File: src/rtl/haar_load_pkg.sv
// ---------------------------------------------------------------------------
// haar_load_pkg
//   Shared definitions for the Haar cascade ROM load sequencer.
//   - load_state_e : sequencer FSM states (IDLE/ISSUE/DRAIN/DONE)
//   - stage layout constants (classifiers, params per classifier, thresholds)
//   - MAX_ROM_LATENCY : deepest ROM read pipeline the sequencer tracks
//   - width_of()   : $clog2 that never returns 0, so 1-entry ranges still
//                    get a 1-bit signal
// ---------------------------------------------------------------------------
package haar_load_pkg;

    typedef enum logic [1:0] {
        IDLE  = 2'd0,
        ISSUE = 2'd1,
        DRAIN = 2'd2,
        DONE  = 2'd3
    } load_state_e;

    localparam int unsigned CLASSIFIERS_PER_STAGE = 10;
    localparam int unsigned PARAMS_PER_CLASSIFIER = 19;
    localparam int unsigned THRESHOLDS_PER_STAGE  = 3;
    localparam int unsigned STAGE_WORDS_DEFAULT   =
        CLASSIFIERS_PER_STAGE * PARAMS_PER_CLASSIFIER + THRESHOLDS_PER_STAGE;
    localparam int unsigned MAX_ROM_LATENCY       = 4;

    function automatic int unsigned width_of(input int unsigned n);
        return (n > 1) ? $clog2(n) : 1;
    endfunction

endpackage

File: src/rtl/haar_load_addr_gen.sv
// ---------------------------------------------------------------------------
// haar_load_addr_gen
//   Stage/index counters for the ROM load and the stage*STRIDE+index address.
//   Ports:
//     clk, rst_n  : clock, asynchronous active-low reset
//     clear       : return both counters to 0 (new load)
//     advance     : one address consumed this cycle; step the counters
//     stage/index : current counter values (address being offered)
//     addr        : ROM address for the current counters (combinational)
//     last        : current address is the final one of the final stage
//   The index counts 0..STRIDE-1 so a per-stage checksum slot is included
//   when STRIDE = STAGE_WORDS + 1. Counters stop on the last address rather
//   than wrapping past the final stage.
// ---------------------------------------------------------------------------
module haar_load_addr_gen
    import haar_load_pkg::*;
#(
    parameter int unsigned ADDR_WIDTH = 10,
    parameter int unsigned NUM_STAGES = 3,
    parameter int unsigned STRIDE     = STAGE_WORDS_DEFAULT,
    parameter int unsigned SW         = width_of(NUM_STAGES),
    parameter int unsigned IW         = width_of(STRIDE)
) (
    input  logic                  clk,
    input  logic                  rst_n,
    input  logic                  clear,
    input  logic                  advance,
    output logic [SW-1:0]         stage,
    output logic [IW-1:0]         index,
    output logic [ADDR_WIDTH-1:0] addr,
    output logic                  last
);

    logic [SW-1:0] stage_q, stage_d;
    logic [IW-1:0] index_q, index_d;
    logic          index_wrap;

    assign index_wrap = (index_q == IW'(STRIDE - 1));
    assign last       = index_wrap && (stage_q == SW'(NUM_STAGES - 1));

    always_comb begin
        stage_d = stage_q;
        index_d = index_q;
        if (clear) begin
            stage_d = '0;
            index_d = '0;
        end else if (advance && !last) begin
            if (index_wrap) begin
                index_d = '0;
                stage_d = stage_q + SW'(1);
            end else begin
                index_d = index_q + IW'(1);
            end
        end
    end

    always_ff @(posedge clk or negedge rst_n) begin
        if (!rst_n) begin
            stage_q <= '0;
            index_q <= '0;
        end else begin
            stage_q <= stage_d;
            index_q <= index_d;
        end
    end

    assign stage = stage_q;
    assign index = index_q;
    assign addr  = ADDR_WIDTH'(stage_q) * ADDR_WIDTH'(STRIDE) + ADDR_WIDTH'(index_q);

endmodule

File: src/rtl/haar_rom_load_sequencer.sv
// ---------------------------------------------------------------------------
// haar_rom_load_sequencer
//   Time-multiplexes one single-port classifier ROM to load every Haar
//   cascade stage's parameters into the per-stage register files, then
//   raises ready.
//   Ports:
//     clk_fpga, reset_fpga : clock, asynchronous active-low reset
//     start                : pulse, (re)load all stages; ignored while busy
//     busy / ready / error : load in progress / all loaded cleanly / bad sum
//     rom_address, rom_q   : registered ROM address, ROM read data
//     wr_en, wr_stage, wr_index, wr_data : register-file write port
//     stage_done           : 1-cycle pulse as each stage finishes
//     dbg_state            : current FSM state (load_state_e encoding)
//   Build option: HAAR_LOAD_CHECKSUM_EN adds one mod-256 checksum word after
//   each stage's region; it is read, compared, never written. Without it the
//   regions are packed and error is held at 0.
//
//   Handshake: there is no backpressure. start is a single-cycle request
//   accepted only in IDLE/DONE; each wr_en cycle carries one valid word that
//   the register file must take in that cycle.
// ---------------------------------------------------------------------------
module haar_rom_load_sequencer
    import haar_load_pkg::*;
#(
    parameter int unsigned ADDR_WIDTH  = 10,
    parameter int unsigned DATA_WIDTH  = 8,
    parameter int unsigned NUM_STAGES  = 3,
    parameter int unsigned STAGE_WORDS = STAGE_WORDS_DEFAULT,
    parameter int unsigned ROM_LATENCY = 1
) (
    input  logic                               clk_fpga,
    input  logic                               reset_fpga,
    input  logic                               start,
    output logic                               busy,
    output logic                               ready,
    output logic                               error,
    output logic [ADDR_WIDTH-1:0]              rom_address,
    input  logic [DATA_WIDTH-1:0]              rom_q,
    output logic                               wr_en,
    output logic [width_of(NUM_STAGES)-1:0]    wr_stage,
    output logic [width_of(STAGE_WORDS)-1:0]   wr_index,
    output logic [DATA_WIDTH-1:0]              wr_data,
    output logic                               stage_done,
    output logic [1:0]                         dbg_state
);

`ifdef HAAR_LOAD_CHECKSUM_EN
    localparam int unsigned STRIDE = STAGE_WORDS + 1;
`else
    localparam int unsigned STRIDE = STAGE_WORDS;
`endif
    localparam int unsigned SW = width_of(NUM_STAGES);
    localparam int unsigned IW = width_of(STRIDE);
    localparam int unsigned OW = width_of(STAGE_WORDS);

    if (ROM_LATENCY < 1 || ROM_LATENCY > MAX_ROM_LATENCY) begin : g_bad_latency
        $error("ROM_LATENCY must be 1..%0d", MAX_ROM_LATENCY);
    end

    // Tag travelling alongside each ROM read.
    typedef struct packed {
        logic          valid;
        logic [SW-1:0] stage;
        logic [IW-1:0] index;
    } tag_t;

    load_state_e           state_q, state_d;
    logic [ADDR_WIDTH-1:0] rom_address_q, rom_address_d;
    tag_t                  iss_q, iss_d;
    tag_t                  pipe_q [ROM_LATENCY];
    tag_t                  pipe_d [ROM_LATENCY];
    tag_t                  tail;

    logic                  start_accept;
    logic                  issue;
    logic                  upstream_valid;
    logic [SW-1:0]         gen_stage;
    logic [IW-1:0]         gen_index;
    logic [ADDR_WIDTH-1:0] gen_addr;
    logic                  gen_last;

    assign start_accept = start && ((state_q == IDLE) || (state_q == DONE));
    assign issue        = (state_q == ISSUE);

    haar_load_addr_gen #(
        .ADDR_WIDTH (ADDR_WIDTH),
        .NUM_STAGES (NUM_STAGES),
        .STRIDE     (STRIDE),
        .SW         (SW),
        .IW         (IW)
    ) u_addr_gen (
        .clk     (clk_fpga),
        .rst_n   (reset_fpga),
        .clear   (start_accept),
        .advance (issue),
        .stage   (gen_stage),
        .index   (gen_index),
        .addr    (gen_addr),
        .last    (gen_last)
    );

    // Anything still in flight ahead of the tail. When this is clear the
    // tail holds the final read, so the next edge lands in DONE.
    always_comb begin
        upstream_valid = iss_q.valid;
        for (int i = 0; i < int'(ROM_LATENCY) - 1; i++) begin
            upstream_valid = upstream_valid | pipe_q[i].valid;
        end
    end

    always_comb begin
        state_d = state_q;
        case (state_q)
            IDLE, DONE: if (start) state_d = ISSUE;
            ISSUE:      if (gen_last) state_d = DRAIN;
            DRAIN:      if (!upstream_valid) state_d = DONE;
            default:    state_d = IDLE;
        endcase
    end

    // The issue register is aligned with rom_address; the following
    // ROM_LATENCY-deep shift aligns the tag with rom_q.
    always_comb begin
        rom_address_d = rom_address_q;
        iss_d         = '0;
        if (issue) begin
            rom_address_d = gen_addr;
            iss_d.valid   = 1'b1;
            iss_d.stage   = gen_stage;
            iss_d.index   = gen_index;
        end
        pipe_d[0] = iss_q;
        for (int i = 1; i < int'(ROM_LATENCY); i++) begin
            pipe_d[i] = pipe_q[i-1];
        end
    end

    always_ff @(posedge clk_fpga or negedge reset_fpga) begin
        if (!reset_fpga) begin
            state_q       <= IDLE;
            rom_address_q <= '0;
            iss_q         <= '0;
            for (int i = 0; i < int'(ROM_LATENCY); i++) pipe_q[i] <= '0;
        end else begin
            state_q       <= state_d;
            rom_address_q <= rom_address_d;
            iss_q         <= iss_d;
            for (int i = 0; i < int'(ROM_LATENCY); i++) pipe_q[i] <= pipe_d[i];
        end
    end

    assign tail = pipe_q[ROM_LATENCY-1];

`ifdef HAAR_LOAD_CHECKSUM_EN
    logic       csum_word;
    logic [7:0] sum_q, sum_d;
    logic       error_q, error_d;

    if (DATA_WIDTH < 8) begin : g_bad_width
        $error("checksum needs DATA_WIDTH >= 8");
    end

    // Index STAGE_WORDS is the checksum slot at the end of each region.
    assign csum_word  = tail.valid && (tail.index == IW'(STAGE_WORDS));
    assign wr_en      = tail.valid && !csum_word;
    assign stage_done = csum_word;

    always_comb begin
        sum_d   = sum_q;
        error_d = error_q;
        if (start_accept) begin
            sum_d   = '0;
            error_d = 1'b0;
        end else if (wr_en) begin
            sum_d = sum_q + rom_q[7:0];
        end else if (csum_word) begin
            sum_d = '0;
            if (rom_q[7:0] != sum_q) error_d = 1'b1;
        end
    end

    always_ff @(posedge clk_fpga or negedge reset_fpga) begin
        if (!reset_fpga) begin
            sum_q   <= '0;
            error_q <= 1'b0;
        end else begin
            sum_q   <= sum_d;
            error_q <= error_d;
        end
    end

    assign error = error_q;
`else
    assign wr_en      = tail.valid;
    assign stage_done = tail.valid && (tail.index == IW'(STAGE_WORDS - 1));
    assign error      = 1'b0;
`endif

    assign wr_stage    = tail.stage;
    assign wr_index    = OW'(tail.index);
    assign wr_data     = wr_en ? rom_q : '0;
    assign rom_address = rom_address_q;
    assign busy        = (state_q == ISSUE) || (state_q == DRAIN);
    assign ready       = (state_q == DONE) && !error;
    assign dbg_state   = state_q;

endmodule
File: config.mk
export PLATFORM = sky130hd
export DESIGN_NAME = haar_rom_load_sequencer
export DESIGN_NICKNAME = d
export VERILOG_FILES = /design/src/rtl/haar_load_pkg.sv /design/src/rtl/haar_load_addr_gen.sv /design/src/rtl/haar_rom_load_sequencer.sv
export SDC_FILE = /design/constraint.sdc
export NUM_CORES = 1
export LEC_CHECK = 0
export CORE_ASPECT_RATIO = 1.5
export CORE_MARGIN = 4
export CORE_UTILIZATION = 50
export DETAILED_ROUTE_END_ITERATION = 16
export DONT_BUFFER_PORTS = 1
export GPL_ROUTABILITY_DRIVEN = 1
export GPL_TIMING_DRIVEN = 0
export PLACE_DENSITY_LB_ADDON = 0.12
export SLEW_MARGIN = 30
export SYNTH_ARGS = -nofsm -noshare
export SYNTH_HDL_FRONTEND = slang
export SYNTH_SLANG_ARGS = --single-unit
File: constraint.sdc
create_clock -name clk_fpga -period 4.03 [get_ports clk_fpga]
set_clock_uncertainty 0.15 [all_clocks]
set_input_delay 0.806 -clock clk_fpga [delete_from_list [all_inputs] [get_ports clk_fpga]]
set_output_delay 0.806 -clock clk_fpga [all_outputs]
set_load 0.05 [all_outputs]
==> key figures <==
Drt
  – Count of nets left with antenna violations after detail routing: 0
  – Total iterations of the first detailed-routing run: 4
  – Drt drc: 0
  – Number of DRC markers in iteration 0: 52
  – Routed wirelength normalized by instance count: 16.7 um
  – Total wire length: 3.95 mm
  – Detail-routed via count per cell: 5.75
  – Vias after detailed routing: 1363

Floorplan
  – Die boundary height: 86.4 um
  – Overall die area: 5210 sq um
  – Number of rows created at floorplan: 28
  – Die Wd: 60.3 um
  – Top-Level Pins: 46
  – Core area: 3960 sq um
  – Initial core utilization: 0.518

Layout
  – Final Core Density: 0.564
  – Number of antenna repair diodes: 0
  – Area of all sequential standard cells: 1100 sq um
  – Fraction of layout cells with a size suffix above 1: 0.109
  – Net count reported at finish: 217
  – Combined area of the multi-input logic cells: 865 sq um
  – Design Area, Final: 2230 sq um
  – Post-synthesis to final-layout area growth: 9.04%
  – Fillers: 342

Global route
  – Maximum number of pins on one net before global-route repair: 45
  – Wire length of the first global-routing pass: 6.33 mm
  – Total global routing overflow: 0
  – Via count of the first global-routing pass: 1353
  – Number of antenna violations at the first check in global routing: 0
  – Global-route usage over all layers: 0.166

Clock network
  – Clock latency at the later pin of the worst-skew pair: 0.30 ns
  – H-tree level count: 2
  – Setup fix buffers added after clock tree synthesis: 0
  – Post-cts sizing count: 0
  – TritonCTS clock tree: built
  – Clock Sink Count: 44
  – Hold Buf Count CTS: 0
  – Clock root buffer: sky130_fd_sc_hd__clkbuf_8
  – TritonCTS Buffers: 5
  – Clock edge transition at the registers on the reported setup and hold paths: 0.08 ns
  – Longest Clk Path Bufs: 2

Logic synthesis
  – Library cell occupying the most area in the post-synthesis netlist: sky130_fd_sc_hd__dfrtp_1
  – Post-synth ARST share: 1.00
  – Number of flip-flops and latches in the synthesized netlist: 44
  – Yosys synthesis warning count: 0
  – Number of distinct library cell variants in the gate-level netlist after synthesis: 36
  – Most used flip-flop cell after synthesis: sky130_fd_sc_hd__dfrtp_1
  – Sequential cell area fraction in the yosys report: 0.537
  – Mapped cell area: 2050 sq um
  – Post-Syn Nets: 209
  – Portion of synthesized cell area occupied by the leading cell type: 0.537
  – Commonest cells in the netlist: sky130_fd_sc_hd__dfrtp_1 (44), sky130_fd_sc_hd__and2_1 (18), sky130_fd_sc_hd__ha_1 (13)
  – Number of standard cells after synthesis: 183
  – Ranking of synthesized cells by area: sky130_fd_sc_hd__dfrtp_1 (54%), sky130_fd_sc_hd__ha_1 (7.9%), sky130_fd_sc_hd__and2_1 (5.5%)
  – Number of enable flip-flop cells after synthesis: 0
  – Mean Syn Cell Area: 11.2 sq um
  – Top-count cell post-synth: sky130_fd_sc_hd__dfrtp_1

STA
  – Measured slew at the worst slew-check pin: 0.632 ns
  – Final setup viols: 0
  – Hold Vio Cnt, Final: 0
  – Unrepaired setup endpoints after global routing: no
  – Setup TNS: 0 ns
  – Slew Limit Fails: 0
  – Final critical delay including setup and external delays: 2.79 ns
  – Worst slew slack as a fraction of its limit: 0.574
  – Portion of the clock cycle consumed by the worst path in the final layout: 0.693
  – Upper clock frequency limit: 358 MHz

Setup path
  – Minimum setup slack among reg-to-reg paths: 1.64 ns
  – Most repeated library cell on the critical path: sky130_fd_sc_hd__inv_1
  – Depth of the most critical reg-to-reg path: 4
  – Required time of the critical path: 3.07 ns
  – CP endpoint kind: output port
  – Critical path capture point: busy
  – Highest fanout seen on the critical path: 5
  – Startpoint of the most critical setup path: dbg_state[0]
  – CP max stage delay: 0.71 ns
  – Worst path arrival time: 1.84 ns
  – Capture point of the worst reg-to-reg path: rom_address[9]
  – Critical path class: register to output port
  – Critical Path Source Type: register
  – Reg-to-reg critical path startpoint: dbg_state[0]
  – Worst-path cell chain: inv_1 -> ha_1 -> inv_1
  – Cell with the largest stage delay on the worst path: sky130_fd_sc_hd__dfrtp_1

Worst hold path
  – Class of the tightest hold or removal check: input port to asynchronous set/reset pin

Pwr
  – Power per cell area: 698 nW/um^2
  – Leakage component of the power: 1.09 nW
  – IR drop worst, VDD: 0.000472 V

Place
  – Number of buffers added on ports: 0
  – GPL Wtd Cong: 0.788
  – Detailed placement HPWL: 2.94 mm
  – Placed inst area: 2120 sq um

Status
  – Run status: finished clean

Job
  – Maximum capacitance violations: 0
[layout by cell type (no fill, tap or decap), drive strengths merged, types with 2 or more instances in the layout]
master	n
a21o	2
a21oi	9
a31oi	2
and2	19
buf	4
clkbuf	9
dfrtp	44
fa	2
ha	13
inv	13
mux2	4
nand2	12
nand3	8
nor2	12
nor3	2
nor4	3
o21ai	6
o21bai	2
or3	3
xnor2	4
xor2	5
[final cells by class]
class	count	share of cell area
Tap cell	45	0.0252
Buffer	7	0.0202
Multi-Input combinational cell	120	0.387
Timing Repair Buffer	1	0.00336
Clock inverter	3	0.0207
Sequential cell	44	0.493
Clock buffer	5	0.0308
Inverter	12	0.0202
[logic make-up (layout without fill, tap and decap cells)]
family / count (synthesis) / in the layout / share of synthesized area
and+or+nand+nor: 65 / 65 / 0.172
DFF: 44 / 44 / 0.537
AOI/OAI and AO/OA: 26 / 26 / 0.0861
buffers and inverters: 19 / 28 / 0.0440
adders and majority gates: 15 / 15 / 0.0989
xor gates and xnor gates: 9 / 9 / 0.0385
muxes: 4 / 4 / 0.0220
other: 1 / 1 / 0.00183
[worst min-delay path by stage]
stage / end / slack, ns
after floorplan: wr_index[0] / 0.18
after global placement: wr_index[7] / 0.18
after detailed placement: wr_index[0] / 0.19
after CTS: rom_address[8] / 0.03
after global routing: wr_stage[0] / 0.02
final: iss_q[4] / 0.04
[power breakdown]
| group | switching [W] | internal, W | leakage [nW] |
|---|---|---|---|
| Combinational | 0.000284 | 0.000120 | 0.451 |
| Sequential | 0.000291 | 0.000522 | 0.586 |
| Clock | 0.000155 | 0.000187 | 0.0548 |
[per-stage QoR]
stage                     power, W  std cells  worst slack (ns)  hold slack [ns]
after global routing       0.00164        237              1.11           0.0170
after detailed placement   0.00123        229              1.55            0.186
after CTS                  0.00157        237              1.21           0.0299
after floorplan            0.00114        183             0.464            0.181
final                      0.00156        237              1.24           0.0406
after global placement     0.00121        228             0.324            0.183
[sequential cells by signal, summed over array words and instances, names as in the netlist]
name and flops:
wr_en 1, rom_address 10, wr_index 8, upstream_valid 1, dbg_state 2, u_addr_gen.stage 2, wr_stage 2, iss_q 10
u_addr_gen.index 8
[layer usage]
metal | up-vias | GRT usage | routed length [um]
met3 | 9 | 0.0462 | 305
met5 | - | 0 | 0
met1 | 660 | 0.184 | 1470
li1 | 630 | - | -
met2 | 64 | 0.284 | 2080
met4 | 0 | 0.0786 | 99
[critical path, delay by kind of cell, from the launching register on]
kind / cells / cell delay [ns]
flip-flops: 1 / 0.71
buffers and inverters: 2 / 0.47
adder cells (fa/ha/maj): 1 / 0.36
(Power assumes the default switching activity.)
